File: src/rtl/afu_delay_pkg.sv
// Shared constants and types for the AFU delay-sweep control stage.
package afu_delay_pkg;

  // Prefix that marks a word as a delay-queue update; the queue matches on it.
  localparam logic [56:0] QUEUE_UPDATE_MAGIC = {4'b1010, 49'd0, 4'b0101};

  localparam logic [2:0] CSR_CTRL   = 3'd0;
  localparam logic [2:0] CSR_START  = 3'd1;
  localparam logic [2:0] CSR_END    = 3'd2;
  localparam logic [2:0] CSR_STEP   = 3'd3;
  localparam logic [2:0] CSR_DWELL  = 3'd4;
  localparam logic [2:0] CSR_STATUS = 3'd5;

  typedef enum logic [1:0] {
    S_IDLE  = 2'd0,
    S_ISSUE = 2'd1,
    S_DWELL = 2'd2,
    S_DONE  = 2'd3
  } t_sweep_state;

  typedef struct packed {
    logic       err;
    logic       dir;
    logic [1:0] state;
    logic [6:0] cur_delay;
  } t_status;

endpackage

File: src/rtl/afu_delay_sweep_if.sv
// CSR bus plus delay-queue update outputs of the delay-sweep stage.
interface afu_delay_sweep_if;
  logic        csr_wr_en;
  logic [2:0]  csr_addr;
  logic [63:0] csr_wdata;
  logic [63:0] csr_rdata;
  logic [63:0] afu_data;
  logic        busy;
  logic        done;
  logic [6:0]  cur_delay;

  modport master (output csr_wr_en, csr_addr, csr_wdata,
                  input  csr_rdata, afu_data, busy, done, cur_delay);
  modport slave  (input  csr_wr_en, csr_addr, csr_wdata,
                  output csr_rdata, afu_data, busy, done, cur_delay);
endinterface

File: src/rtl/afu_delay_csr.sv
// Register file for the delay sweep: config regs, CTRL strobes, sticky err, readback.
module afu_delay_csr
  import afu_delay_pkg::*;
#(
  parameter int DWELL_W = 32
) (
  input  logic               i_clk,
  input  logic               i_rst,
  input  logic               i_wr_en,
  input  logic [2:0]         i_addr,
  input  logic [63:0]        i_wdata,
  input  logic               i_busy,
  input  logic               i_dir,
  input  logic [1:0]         i_state,
  input  logic [6:0]         i_cur_delay,
  output logic [63:0]        o_rdata,
  output logic [6:0]         o_start_val,
  output logic [6:0]         o_end_val,
  output logic [6:0]         o_step_val,
  output logic [DWELL_W-1:0] o_dwell,
  output logic               o_start,
  output logic               o_stop,
  output logic               o_mode
);

  logic [6:0]         r_start;
  logic [6:0]         r_end;
  logic [6:0]         r_step;
  logic [DWELL_W-1:0] r_dwell;
  logic               r_err;

  logic w_ctrl_wr, w_cfg_wr, w_start_req, w_bad_range, w_start_err, w_err_clr;
  t_status w_status;

  assign w_ctrl_wr   = i_wr_en && (i_addr == CSR_CTRL);
  assign w_cfg_wr    = i_wr_en && (i_addr >= CSR_START) && (i_addr <= CSR_DWELL);
  // stop in the same write as start wins, so that start is dropped silently
  assign o_stop      = w_ctrl_wr && i_wdata[1];
  assign w_start_req = w_ctrl_wr && i_wdata[0] && !i_wdata[1];
  assign w_bad_range = i_wdata[2] && (r_start > r_end);
  assign o_start     = w_start_req && !i_busy && !w_bad_range;
  assign w_start_err = w_start_req && (i_busy || w_bad_range);
  assign w_err_clr   = i_wr_en && (i_addr == CSR_STATUS) && i_wdata[0];
  assign o_mode      = i_wdata[2];

  assign o_start_val = r_start;
  assign o_end_val   = r_end;
  assign o_step_val  = (r_step == 7'd0) ? 7'd1 : r_step;
  assign o_dwell     = r_dwell;

  // config registers; writes while a sequence runs are dropped
  always_ff @(posedge i_clk or posedge i_rst) begin
    if (i_rst) begin
      r_start <= 7'd32;
      r_end   <= 7'd32;
      r_step  <= 7'd1;
      r_dwell <= '0;
    end else if (w_cfg_wr && !i_busy) begin
      case (i_addr)
        CSR_START: r_start <= i_wdata[6:0];
        CSR_END:   r_end   <= i_wdata[6:0];
        CSR_STEP:  r_step  <= i_wdata[6:0];
        default:   r_dwell <= i_wdata[DWELL_W-1:0];
      endcase
    end
  end

  // sticky error flag, cleared by writing 1 to STATUS bit 0
  always_ff @(posedge i_clk or posedge i_rst) begin
    if (i_rst)                                   r_err <= 1'b0;
    else if (w_start_err || (w_cfg_wr && i_busy)) r_err <= 1'b1;
    else if (w_err_clr)                          r_err <= 1'b0;
  end

  // side-effect-free readback mux
  always_comb begin
    w_status           = '0;
    w_status.err       = r_err;
    w_status.dir       = i_dir;
    w_status.state     = i_state;
    w_status.cur_delay = i_cur_delay;
    o_rdata            = 64'd0;
    case (i_addr)
      CSR_START:  o_rdata = {57'd0, r_start};
      CSR_END:    o_rdata = {57'd0, r_end};
      CSR_STEP:   o_rdata = {57'd0, r_step};
      CSR_DWELL:  o_rdata = 64'(r_dwell);
      CSR_STATUS: o_rdata = {53'd0, w_status};
      default:    o_rdata = 64'd0;
    endcase
  end

endmodule

File: src/rtl/afu_delay_sweep.sv
// Delay-sweep FSM driving the AFU delay-queue update word.
// Optional feature: define AFU_DELAY_SWEEP_TRIANGLE_EN for up/down triangle sweeps.
module afu_delay_sweep
  import afu_delay_pkg::*;
#(
  parameter logic [56:0] MAGIC   = QUEUE_UPDATE_MAGIC,
  parameter int          DWELL_W = 32
) (
  input  logic afu_clk,
  input  logic afu_rst,
  afu_delay_sweep_if.slave bus
);

  t_sweep_state       r_state, w_state_nxt;
  logic [6:0]         r_next;
  logic               r_mode;
  logic [DWELL_W-1:0] r_cnt;
  logic [63:0]        r_afu_data;
  logic [6:0]         r_cur_delay;
  logic               r_done;
  logic               w_dir;

  logic [6:0]         w_start_val, w_end_val, w_step;
  logic [DWELL_W-1:0] w_dwell;
  logic               w_start, w_stop, w_mode;
  logic               w_busy, w_issue, w_done_set, w_cnt_zero;
  logic [7:0]         w_inc, w_dec;
  logic [6:0]         w_up, w_dn;

  afu_delay_csr #(.DWELL_W(DWELL_W)) u_csr (
    .i_clk(afu_clk), .i_rst(afu_rst),
    .i_wr_en(bus.csr_wr_en), .i_addr(bus.csr_addr), .i_wdata(bus.csr_wdata),
    .i_busy(w_busy), .i_dir(w_dir), .i_state(r_state), .i_cur_delay(r_cur_delay),
    .o_rdata(bus.csr_rdata),
    .o_start_val(w_start_val), .o_end_val(w_end_val), .o_step_val(w_step),
    .o_dwell(w_dwell), .o_start(w_start), .o_stop(w_stop), .o_mode(w_mode)
  );

  // 8-bit step arithmetic so sums past 127 clamp instead of wrapping
  assign w_inc      = {1'b0, r_next} + {1'b0, w_step};
  assign w_up       = (w_inc > {1'b0, w_end_val}) ? w_end_val : w_inc[6:0];
  assign w_dec      = {1'b0, r_next} - {1'b0, w_step};
  assign w_dn       = (w_dec[7] || (w_dec[6:0] < w_start_val)) ? w_start_val : w_dec[6:0];
  assign w_cnt_zero = (r_cnt == '0);

`ifdef AFU_DELAY_SWEEP_TRIANGLE_EN
  logic r_dir;
  assign w_dir = r_dir;
`else
  assign w_dir = 1'b0;
`endif

  // state register
  always_ff @(posedge afu_clk or posedge afu_rst) begin
    if (afu_rst) r_state <= S_IDLE;
    else         r_state <= w_state_nxt;
  end

  // next-state logic; stop overrides everything
  always_comb begin
    w_state_nxt = r_state;
    if (w_stop) w_state_nxt = S_IDLE;
    else begin
      case (r_state)
        S_IDLE:  if (w_start) w_state_nxt = S_ISSUE;
        S_ISSUE: w_state_nxt = r_mode ? S_DWELL : S_DONE;
        S_DWELL:
          if (w_cnt_zero) begin
`ifdef AFU_DELAY_SWEEP_TRIANGLE_EN
            w_state_nxt = S_ISSUE;
`else
            w_state_nxt = (r_next == w_end_val) ? S_DONE : S_ISSUE;
`endif
          end
        default: w_state_nxt = S_IDLE;
      endcase
    end
  end

  // FSM outputs
  always_comb begin
    w_busy     = (r_state != S_IDLE);
    w_issue    = (r_state == S_ISSUE) && !w_stop;
    w_done_set = (r_state == S_DONE) && !w_stop;
  end

  // sweep datapath: next delay, direction, dwell counter, latched mode
  always_ff @(posedge afu_clk or posedge afu_rst) begin
    if (afu_rst) begin
      r_next <= 7'd0;
      r_mode <= 1'b0;
      r_cnt  <= '0;
`ifdef AFU_DELAY_SWEEP_TRIANGLE_EN
      r_dir  <= 1'b0;
`endif
    end else begin
      case (r_state)
        S_IDLE:
          if (w_start) begin
            r_next <= w_start_val;
            r_mode <= w_mode;
`ifdef AFU_DELAY_SWEEP_TRIANGLE_EN
            r_dir  <= 1'b0;
`endif
          end
        S_ISSUE: r_cnt <= w_dwell;
        S_DWELL:
          if (!w_cnt_zero) r_cnt <= r_cnt - DWELL_W'(1);
          else begin
`ifdef AFU_DELAY_SWEEP_TRIANGLE_EN
            if (!r_dir) begin
              if (r_next == w_end_val) begin r_dir <= 1'b1; r_next <= w_dn; end
              else                            r_next <= w_up;
            end else begin
              if (r_next == w_start_val) begin r_dir <= 1'b0; r_next <= w_up; end
              else                              r_next <= w_dn;
            end
`else
            r_next <= w_up;
`endif
          end
        default: ;
      endcase
    end
  end

  // registered outputs: one update word per ISSUE, done one cycle after DONE
  always_ff @(posedge afu_clk or posedge afu_rst) begin
    if (afu_rst) begin
      r_afu_data  <= 64'd0;
      r_cur_delay <= 7'd0;
      r_done      <= 1'b0;
    end else begin
      r_afu_data <= w_issue ? {MAGIC, r_next} : 64'd0;
      if (w_issue) r_cur_delay <= r_next;
      r_done     <= w_done_set;
    end
  end

  assign bus.afu_data  = r_afu_data;
  assign bus.busy      = w_busy;
  assign bus.done      = r_done;
  assign bus.cur_delay = r_cur_delay;

endmodule

File: src/flat_wrapper.sv
// flat-port wrapper written by rule: the top's interface ports become plain ports
module afu_delay_sweep_flat import afu_delay_pkg::*;
#(
  parameter logic [56:0] MAGIC   = QUEUE_UPDATE_MAGIC,
  parameter int          DWELL_W = 32
)
  (afu_clk, afu_rst, bus_csr_wr_en, bus_csr_addr, bus_csr_wdata, bus_csr_rdata, bus_afu_data, bus_busy, bus_done, bus_cur_delay);
  afu_delay_sweep_if bus_i ();
  input  logic afu_clk;
  input  logic afu_rst;
  input wire logic [$bits(bus_i.csr_wr_en)-1:0] bus_csr_wr_en;
  input wire logic [$bits(bus_i.csr_addr)-1:0] bus_csr_addr;
  input wire logic [$bits(bus_i.csr_wdata)-1:0] bus_csr_wdata;
  output wire logic [$bits(bus_i.csr_rdata)-1:0] bus_csr_rdata;
  output wire logic [$bits(bus_i.afu_data)-1:0] bus_afu_data;
  output wire logic [$bits(bus_i.busy)-1:0] bus_busy;
  output wire logic [$bits(bus_i.done)-1:0] bus_done;
  output wire logic [$bits(bus_i.cur_delay)-1:0] bus_cur_delay;
  assign bus_i.csr_wr_en = bus_csr_wr_en;
  assign bus_i.csr_addr = bus_csr_addr;
  assign bus_i.csr_wdata = bus_csr_wdata;
  assign bus_csr_rdata = bus_i.csr_rdata;
  assign bus_afu_data = bus_i.afu_data;
  assign bus_busy = bus_i.busy;
  assign bus_done = bus_i.done;
  assign bus_cur_delay = bus_i.cur_delay;
  afu_delay_sweep #(.MAGIC(MAGIC), .DWELL_W(DWELL_W)) u_core (.afu_clk(afu_clk), .afu_rst(afu_rst), .bus(bus_i));
endmodule
File: config.mk
export PLATFORM = sky130hd
export DESIGN_NAME = afu_delay_sweep_flat
export DESIGN_NICKNAME = d
export VERILOG_FILES = /design/src/rtl/afu_delay_pkg.sv /design/src/rtl/afu_delay_sweep_if.sv /design/src/rtl/afu_delay_csr.sv /design/src/rtl/afu_delay_sweep.sv /design/src/flat_wrapper.sv
export SDC_FILE = /design/constraint.sdc
export NUM_CORES = 1
export LEC_CHECK = 0
export CORE_ASPECT_RATIO = 1.4
export CORE_UTILIZATION = 30
export DETAILED_ROUTE_END_ITERATION = 10
export PLACE_DENSITY_LB_ADDON = 0.12
export SYNTH_ARGS = -nofsm -noshare
export SYNTH_HDL_FRONTEND = slang
export SYNTH_SLANG_ARGS = --single-unit
File: constraint.sdc
create_clock -name afu_clk -period 7.76 [get_ports afu_clk]
set_input_delay 1.94 -clock afu_clk [delete_from_list [all_inputs] [get_ports afu_clk]]
set_output_delay 1.94 -clock afu_clk [all_outputs]
set_load 0.005 [all_outputs]
==> metrics.yaml <==
wl_per_cell_um: 19.1
coreArea_mm2: 0.0235
io_pins: 207
clock_sinks: 112
die_h_um: 186
grt_max_degree: 73
cts_max_level: 3
hold_path_class: "flip-flop to flip-flop"
post_cts_buffers: 0
holdBufCountCts: 0
p_leak_uw: 0.00357
path_class: "input pin to output pin"
ctsResizeCount: 0
regToRegEndpoint: "u_core.r_next[2]$_DFFE_PP0P_"
ys_ff_latch: 112
yosys_most_used_dff: "dfrtp_1"
cp_max_fo: 22
cts_tree: "built"
fin_skew_ns: 0.0120
r2r-start: "u_core.u_csr.r_step[1]$_DFFE_PP0P_"
status: "finished, final reports clean"
antennaDiodeCount: 0
numCtsBuffers: 9
viasPerCell: 5.05
remaining_drc_errors: 0
num_rows: 66
wl_mm: 21.5
insertion_delay_ns: 0.36
syn_to_final_growth_pct: 15.9
startpoint: "bus_csr_addr[2]"
post-place-ws_ns: 1.20
firstDrtPassIters: 5
synth_area_leaders: "dfrtp_1 38%, buf_4 9.3%, mux2_2 9.0%"
finalPower_uw: 2700
ys_async_sr_fraction_pct: 100
fin_nets: 909
cap_violations: 0
grt_pass1_wl_mm: 32.7
fin_crit_sh_pct: 84.1
synth_warnings: 0
drive_gt1_share_pct: 12.1
fin_util_pct: 35.8
tightest_slew_ns: 1.04
syn_inst: 749
synth_edf_count: 0
ir_worst_vdd_mv: 0.134
end_kind: "output pin"
drtIter0Drc: 308
grt-ovfl-total: 0
crit_path_end: "bus_csr_rdata[15]"
required_ns: 5.82
dieWidth_um: 133
tns_ns: 0
netlist_area_mm2: 0.00724
drv_slew: 0
rsz0062_at_grt: "false"
routed-via-count: 5682
synth_seq_area_share_pct: 38.7
initial_core_util_pct: 30.9
fin_crit_ns: 6.52
setup_viol: 0
reg2reg_slack_ns: 3.61
grt_use_total_pct: 17.6
r2r_cells: 15
root_buffer: "clkbuf_16"
startpoint_type: "input pin"
port-buffer-count: 89
syn_avg_cell_area_um2: 9.67
hold_viol: 0
synth_top_area_share_pct: 37.7
max_slew_margin_pct: 30.7
whs_ns: 0.517
grt_pass1_vias: 5527
dp_hpwl_mm: 16.2
place.gp.congestion: 0.810
ctsLongestPathBuffers: 2
final_cell_mix: "109 x dfrtp_1, 89 x clkdlybuf4s50_1, 85 x conb_1"
clkTransAtPathRegs_ns: 0.08
dieArea_mm2: 0.0248
final_common_cell: "dfrtp_1"
drtAntennaViolNets: 0
synth_cell_types: 67
power_density_mw_per_mm2: 322
arrival_ns: 4.58
max_freq_mhz: 153
antenna_found_initial: 0
finalWorstSetupSlack_ns: 1.24
yosysTopAreaCell: "dfrtp_1"
hold_depth: 1
[critical path, stage by stage]
cell             delay [ns]
clkdlybuf4s50_1        0.62
inv_1                  0.12
ha_1                   0.54
and3_1                 0.62
and2_1                 0.22
clkdlybuf4s50_1        0.52
[logic make-up (layout without fill, tap and decap cells)]
| group | count (synthesis) | in the layout | share of synthesized area, % |
|---|---|---|---|
| flops | 112 | 112 | 38.7 |
| fa+ha+maj | 24 | 24 | 4.25 |
| other cells | 1 | 85 | 0.0518 |
| buf+inv | 148 | 135 | 12.4 |
| compound gates | 150 | 150 | 13.5 |
| mux | 80 | 80 | 12.1 |
| xor+xnor | 22 | 22 | 2.66 |
| simple gates | 212 | 212 | 16.3 |
[sequential cells by signal, indices dropped and copies added (netlist names), 7 cells and up]
| signal | count |
|---|---|
| u_core.bus.afu_data | 8 |
| u_core.u_csr.o_end_val | 7 |
| u_core.bus.cur_delay | 7 |
| u_core.r_next | 7 |
| u_core.u_csr.o_dwell | 32 |
| u_core.u_csr.r_step | 7 |
| u_core.u_csr.o_start_val | 7 |
| u_core.r_cnt | 32 |
[per-stage QoR]
| step | std cells | area (um2) |
|---|---|---|
| after global placement | 1110 | 8080 |
| after global routing | 1126 | 8390 |
| final | 1126 | 8390 |
| after CTS | 1126 | 8390 |
| after detailed placement | 1110 | 8080 |
| after floorplan | 833 | 7560 |
[final cells by class]
class,instances,area (um2)
clock inverter,6,83.8
fill,2429,15100
timing repair buffer,96,943
inverter,23,88.8
multi-input combinational,573,3860
tap,306,383
clock buffer,10,229
sequential,112,2810
[how the worst min path moves through the flow]
stage | start | to | slack, ns
floorplan | u_core.u_csr.r_err$_DFFE_PP0P_ | u_core.u_csr.r_err$_DFFE_PP0P_ | 0.47
global placement | u_core.r_mode$_DFFE_PP0P_ | u_core.r_mode$_DFFE_PP0P_ | 0.50
detailed placement | u_core.r_mode$_DFFE_PP0P_ | u_core.r_mode$_DFFE_PP0P_ | 0.50
CTS | u_core.r_mode$_DFFE_PP0P_ | u_core.r_mode$_DFFE_PP0P_ | 0.52
global route | u_core.r_mode$_DFFE_PP0P_ | u_core.r_mode$_DFFE_PP0P_ | 0.54
finish | u_core.r_mode$_DFFE_PP0P_ | u_core.r_mode$_DFFE_PP0P_ | 0.52
[synth_stat cells, types with 5 or more instances]
cell	count
dfrtp_1	109
buf_4	90
mux2_2	58
nor2_1	47
a21oi_1	42
nor3_1	34
and2_1	26
clkbuf_1	26
nand2_1	24
ha_1	23
inv_1	23
a211oi_1	19
mux2i_1	17
o21ai_0	17
o21ai_1	17
nand3_1	14
nor2b_1	13
or3_1	11
xnor2_1	11
xor2_1	11
nor4_1	10
o22ai_1	9
a21o_1	6
o32ai_1	6
buf_1	5
mux2_1	5
[where the power goes]
group	switching [uW]	internal, uW	total (uW)
Sequential	299	797	1100
Clock	243	259	502
Combinational	575	533	1110
Total	1120	1590	2700
[routing by layer]
| layer | routed length (um) | vias to the layer above | global-route usage [%] | part of all wire (%) |
|---|---|---|---|---|
| li1 | - | 2654 | - | - |
| met5 | 0 | - | 0 | 0 |
| met4 | 989 | 0 | 9.59 | 4.6 |
| met1 | 8010 | 2819 | 19.3 | 37 |
| met2 | 11700 | 174 | 32.5 | 55 |
| met3 | 756 | 35 | 2.45 | 3.5 |
Power figures use the tool's default switching activity.
